### src/rtl/vram_arb_pkg.sv
// VRAM arbiter shared types: owner tags, CPU FSM states, defaults.
// Imported by the arbiter top and its tag/data-return pipeline.
package vram_arb_pkg;

   localparam int ADDR_W_DEF = 13;
   localparam int DATA_W_DEF = 8;

   typedef enum logic {
      OWN_DISP = 1'b0,
      OWN_CPU  = 1'b1
   } owner_e;

   typedef enum logic [2:0] {
      IDLE,
      PEND,
      RD_WAIT,
      RD_DONE,
      WR_DONE
   } cpu_state_e;

   typedef struct packed {
      logic   valid;
      owner_e owner;
   } tag_t;

endpackage

### src/rtl/vram_arb_tag_pipe.sv
// Two-stage read tag pipeline; steers VRAM read data to display or CPU.
// Ports: issue_valid/issue_cpu (read issued this edge), ram_rdata in;
//        disp_valid/disp_data and cpu_valid/cpu_rdata registered out.
module vram_arb_tag_pipe
   import vram_arb_pkg::*;
#(
   parameter int DATA_W = DATA_W_DEF
) (
   input  logic              pixel_clock,
   input  logic              reset_n,
   input  logic              issue_valid,
   input  logic              issue_cpu,
   input  logic [DATA_W-1:0] ram_rdata,
   output logic              disp_valid,
   output logic [DATA_W-1:0] disp_data,
   output logic              cpu_valid,
   output logic [DATA_W-1:0] cpu_rdata
);

   tag_t stage0;
   tag_t stage1;
   logic ret_disp;
   logic ret_cpu;

   // stage1 tracks the RAM access edge; its data shows up on
   // ram_rdata during the following cycle.
   assign ret_disp = stage1.valid & (stage1.owner == OWN_DISP);
   assign ret_cpu  = stage1.valid & (stage1.owner == OWN_CPU);

   always_ff @(posedge pixel_clock or negedge reset_n) begin
      if (!reset_n) begin
         stage0     <= '0;
         stage1     <= '0;
         disp_valid <= 1'b0;
         disp_data  <= '0;
         cpu_valid  <= 1'b0;
         cpu_rdata  <= '0;
      end else begin
         stage0.valid <= issue_valid;
         stage0.owner <= issue_cpu ? OWN_CPU : OWN_DISP;
         stage1       <= stage0;
         disp_valid   <= ret_disp;
         cpu_valid    <= ret_cpu;
         if (ret_disp) begin
            disp_data <= ram_rdata;
         end
         if (ret_cpu) begin
            cpu_rdata <= ram_rdata;
         end
      end
   end

endmodule

### src/rtl/vram_arbiter.sv
// Single-port VRAM arbiter: display reads first, CPU takes free cycles.
// Ports: disp_* read path, cpu_* Z80 req/ack/wait, ram_* VRAM macro side.
module vram_arbiter
   import vram_arb_pkg::*;
#(
   parameter int ADDR_W    = ADDR_W_DEF,
   parameter int DATA_W    = DATA_W_DEF,
   parameter int MAX_STALL = 15
) (
   input  logic              pixel_clock,
   input  logic              reset_n,
   input  logic              disp_req,
   input  logic [ADDR_W-1:0] disp_addr,
   output logic [DATA_W-1:0] disp_data,
   output logic              disp_valid,
   input  logic              cpu_req,
   input  logic              cpu_we,
   input  logic [ADDR_W-1:0] cpu_addr,
   input  logic [DATA_W-1:0] cpu_wdata,
   output logic [DATA_W-1:0] cpu_rdata,
   output logic              cpu_ack,
   output logic              cpu_wait,
   output logic              stall_err,
   output logic              ram_en,
   output logic              ram_we,
   output logic [ADDR_W-1:0] ram_addr,
   output logic [DATA_W-1:0] ram_wdata,
   input  logic [DATA_W-1:0] ram_rdata
);

   localparam int CNT_W = $clog2(MAX_STALL + 2);
   localparam logic [CNT_W-1:0] CNT_SAT =
      CNT_W'(MAX_STALL + 1);

   cpu_state_e       state;
   cpu_state_e       state_nx;
   logic [CNT_W-1:0] stall_cnt;
   logic [CNT_W-1:0] stall_cnt_nx;
   logic             cpu_try;
   logic             cpu_issue;
   logic             disp_issue;
   logic             rd_issue;
   logic             wr_ack;
   logic             cpu_rvalid;

   // A fresh request competes on the very edge it is first seen, so
   // an uncontended access issues without a dead PEND cycle.
   assign cpu_try    = cpu_req &
                       ((state == IDLE) | (state == PEND));
   assign disp_issue = disp_req;
   assign cpu_issue  = cpu_try & ~disp_req;
   assign rd_issue   = disp_issue | (cpu_issue & ~cpu_we);

   always_comb begin
      state_nx     = state;
      stall_cnt_nx = stall_cnt;
      unique case (state)
         IDLE, PEND: begin
            if (!cpu_req) begin
               state_nx     = IDLE;
               stall_cnt_nx = '0;
            end else if (disp_req) begin
               state_nx = PEND;
               // Every lost edge counts, the first one included.
               if (state == IDLE) begin
                  stall_cnt_nx = CNT_W'(1);
               end else if (stall_cnt != CNT_SAT) begin
                  stall_cnt_nx = stall_cnt + 1'b1;
               end
            end else begin
               state_nx     = cpu_we ? WR_DONE : RD_WAIT;
               stall_cnt_nx = '0;
            end
         end
         RD_WAIT: state_nx = RD_DONE;
         RD_DONE: state_nx = IDLE;
         WR_DONE: state_nx = IDLE;
         default: state_nx = IDLE;
      endcase
   end

   always_ff @(posedge pixel_clock or negedge reset_n) begin
      if (!reset_n) begin
         state     <= IDLE;
         stall_cnt <= '0;
         stall_err <= 1'b0;
         wr_ack    <= 1'b0;
      end else begin
         state     <= state_nx;
         stall_cnt <= stall_cnt_nx;
         stall_err <= stall_err | (stall_cnt_nx == CNT_SAT);
         wr_ack    <= (state == WR_DONE);
      end
   end

   always_ff @(posedge pixel_clock or negedge reset_n) begin
      if (!reset_n) begin
         ram_en    <= 1'b0;
         ram_we    <= 1'b0;
         ram_addr  <= '0;
         ram_wdata <= '0;
      end else begin
         ram_en <= disp_issue | cpu_issue;
         ram_we <= cpu_issue & cpu_we;
         if (disp_issue) begin
            ram_addr <= disp_addr;
         end else if (cpu_issue) begin
            ram_addr  <= cpu_addr;
            ram_wdata <= cpu_wdata;
         end
      end
   end

   vram_arb_tag_pipe #(
      .DATA_W(DATA_W)
   ) u_tag_pipe (
      .pixel_clock(pixel_clock),
      .reset_n    (reset_n),
      .issue_valid(rd_issue),
      .issue_cpu  (~disp_issue),
      .ram_rdata  (ram_rdata),
      .disp_valid (disp_valid),
      .disp_data  (disp_data),
      .cpu_valid  (cpu_rvalid),
      .cpu_rdata  (cpu_rdata)
   );

   // Writes ack from the FSM; reads ack when their tagged data returns.
   assign cpu_ack  = wr_ack | cpu_rvalid;
   assign cpu_wait = cpu_req & ~cpu_ack;

endmodule
### config.mk
export PLATFORM = sky130hd
export DESIGN_NAME = vram_arbiter
export DESIGN_NICKNAME = d
export VERILOG_FILES = /design/src/rtl/vram_arb_pkg.sv /design/src/rtl/vram_arb_tag_pipe.sv /design/src/rtl/vram_arbiter.sv
export SDC_FILE = /design/constraint.sdc
export NUM_CORES = 1
export LEC_CHECK = 0
export ABC_AREA = 1
export CAP_MARGIN = 10
export CORE_MARGIN = 4
export CORE_UTILIZATION = 39
export CTS_CLUSTER_SIZE = 16
export DETAILED_ROUTE_END_ITERATION = 6
export PLACE_DENSITY_LB_ADDON = 0.15
export SLEW_MARGIN = 40
export SYNTH_ARGS = -nofsm -noshare
export SYNTH_HDL_FRONTEND = slang
export SYNTH_HIERARCHICAL = 1
export SYNTH_SLANG_ARGS = --single-unit
export TNS_END_PERCENT = 20
### constraint.sdc
create_clock -name pixel_clock -period 1.3 [get_ports pixel_clock]
set_input_delay 0.13 -clock pixel_clock [delete_from_list [all_inputs] [get_ports pixel_clock]]
set_output_delay 0.13 -clock pixel_clock [all_outputs]
set_load 0.1 [all_outputs]
==> results.cfg <==
[drt]
drtIter0Drc = 83
wl_met2_um = 2498
dr.pass1.iters = 4
drc = 0
highest_layer = met4
met1_length_um = 2240
wl_met3_um = 477
drt_wl_total_um = 5282
wl_per_cell_um = 12.49
vias = 1981
via_per_inst = 4.683
ant_nets = 0

[timing]
layout_setup_ws_ns = -0.05010
period_needed_ns = 1.350
drv_slew = 0
fmax_mhz = 740.7
fin_skew_ns = 0.003998
hold_viol_final = 0
relSlewSlack_pct = 76.47
finalSetupViolations = 2
worstMarginPinSlew_ns = 0.3529
grt_setup_unrepaired = true
fin_crit_sh_pct = 103.9

[floorplanning]
coreArea_mm2 = 0.005886
num_io_pins = 90
die_width_um = 85.75
die_h_um = 85.75
dieArea_mm2 = 0.007352
start_util_pct = 40.05
row_count = 28

[logic_synthesis]
synth_edf_count = 0
ys_async_sr_fraction_pct = 100.0
yosysTopAreaCellShare_pct = 58.39
synth_top_area_cell = dfrtp_1
syn_nets = 292
avgSynthCellArea_um2 = 9.701
synth.lib_cells_used.distinct = 29
ys_ff_latch = 55
synthFlopType = dfrtp_1
synthTopCellsByCount = 78 x nand2_1, 55 x dfrtp_1, 23 x nor2_1
yosysMostFrequentCell = nand2_1
ys_warn_count = 6
synthesis.instances = 243
synth-seq-area-share_pct = 58.39
netlist_area_mm2 = 0.002357
synth_area_leaders = dfrtp_1 58%, nand2_1 12%, nand3_1 4.5%, nor2_1 3.7%, mux2_2 3.3%

[placed_design]
placed_cell_area_mm2 = 0.003862
routabilityCongestion = 0.8088
place_ws_ns = -0.1465
dp_hpwl_um = 4117
port_buffers = 89

[setup_path]
cp.required_ns = 1.49
critPathKind = reg2reg
endpoint_kind = register
cp.arrival_ns = 1.54
worst_setup_path_start_kind = register
path_max_fanout = 5

[clock_tree]
htreeDepth = 2
path_clk_slew_ns = 0.09
cts_tree = built
clock_sinks = 55
numCtsBuffers = 5
clockRootBuffer = clkbuf_8
cts_buffer_depth = 2
clock_latency_ns = 0.29

[grt]
grt_overflow = 0
grt_pass1_vias = 1922
antenna_found_initial = 0
track_usage_pct = 15.21
grt_max_degree = 42
grt_pass1_wl_um = 8887

[status]
violations = setup timing
status = finished, violations left

[pwr]
power.density_mw_per_mm2 = 1700
leakagePower_nw = 1.907
ir_drop_uv = 1374

[layout]
ff_latch_area_mm2 = 0.001378
final_nets = 397
fillers = 462
drive_above_1_share_pct = 29.60
multi_input_area_um2 = 897.1
diodes = 0
syn2layout_area_growth_pct = 70.17
final_cell_area_mm2 = 0.004011

[flow_run]
maxCapViolCount = 0

[hold_path]
hold_class = in2async
-- cells in the final DEF, fill, tap and decap left out, types with 2 or more instances in the layout --
cell,Yosys,final
nand2_1,78,76
dfrtp_1,55,54
buf_12,0,46
clkdlybuf4s50_1,0,45
nor2_1,23,21
nand3_1,21,20
buf_4,1,13
inv_1,14,12
mux2_2,7,7
a31oi_1,7,7
a31oi_2,6,6
clkbuf_8,0,6
inv_2,2,4
nand2_2,1,3
o21ai_0,4,3
nor2_4,1,2
nand3_2,1,2
nand4_1,2,2
a21oi_2,0,2
-- path summary, 6_finish.rpt --
check                                startpoint                   end  slack, ns  depth (start not counted)
max                                stall_cnt[0]             stall_err      -0.05                          7
min                                     reset_n          stall_cnt[3]       0.27                          2
max reg2reg                        stall_cnt[0]             stall_err      -0.05                          7
min reg2reg                u_tag_pipe/stage0[0]  u_tag_pipe/stage1[0]       0.36                          0
max in group asynchronous               reset_n  u_tag_pipe/stage1[0]       0.51                          3
min in group pixel_clock   u_tag_pipe/stage0[0]  u_tag_pipe/stage1[0]       0.36                          0
-- where the power goes --
group / total [mW] / internal, mW / switching, mW
combinational: 3.63 / 1.35 / 2.28
sequential: 2.27 / 1.98 / 0.287
clock: 0.923 / 0.419 / 0.504
total: 6.82 / 3.75 / 3.07
-- layout make-up --
cell class	instances	area share [%]
repair buffers	106	36.99
flip-flops and latches	55	34.34
multi-input cells	163	22.36
well taps	75	2.339
clock buffers	6	2.059
inverters	17	1.778
clock inverters	1	0.1248
-- cell families (layout without fill, tap and decap cells) --
logic type               count (synthesis)  in the layout  share of synthesized area (%)
AND/OR/NAND/NOR                        130            130                          23.20
flip-flops                              55             55                          58.39
buffers and inverters                   25            130                          5.785
AO/OA/AOI/OAI                           23             23                          7.749
multiplexers                             8              8                          3.822
adder cells (fa/ha/maj)                  2              2                          1.061
-- worst max-delay path, cell delays in order (launching register included) --
cell     delay (ns)
dfrtp_2        0.45
ha_2           0.23
a21oi_1        0.21
nand3_2        0.10
nand2_1        0.07
nand2_1        0.06
nand3_1        0.07
o21ai_1        0.06
-- registers in the layout, indices dropped and copies added, names as in the netlist --
signal	count
ram_addr	13
ram_en	1
ram_wdata	8
ram_we	1
stall_cnt	5
stall_err	1
state	3
u_tag_pipe/cpu_rdata	8
u_tag_pipe/cpu_valid	1
u_tag_pipe/disp_data	8
u_tag_pipe/disp_valid	1
u_tag_pipe/stage0	2
u_tag_pipe/stage1	2
wr_ack	1
-- per-stage QoR --
stage | hold WS [ns] | total power [mW] | TNS, ns | std cells | utilization [%]
after detailed placement | 0.06312 | 5.912 | -2.480 | 414 | 65.63
after global placement | 0.06475 | 5.881 | -1.916 | 414 | 65.63
after CTS | 0.2825 | 6.856 | -0.07043 | 422 | 67.37
final | 0.2680 | 6.820 | -0.09917 | 423 | 68.15
after global routing | 0.3021 | 7.113 | -1.306 | 423 | 68.15
after floorplan | -0.1656 | 4.383 | -0.1507 | 243 | -
-- metal layers --
metal  GRT usage (%)  vias to the layer above
met5               0                        -
met3           5.860                        5
met4           4.317                        0
li1                -                      998
met2           25.49                       64
met1           18.27                      914
-- repair_timing --
action / 4_1_cts / 5_1_grt
hold buffers: 1 / 0
setup endpoints to repair: 3 / 19
hold endpoints to repair: 14 / 0
pin swaps: 2 / 4
gates resized for setup: 5 / 10
buffers inserted: 0 / 1
No activity file was read; power rests on OpenSTA's default activity.
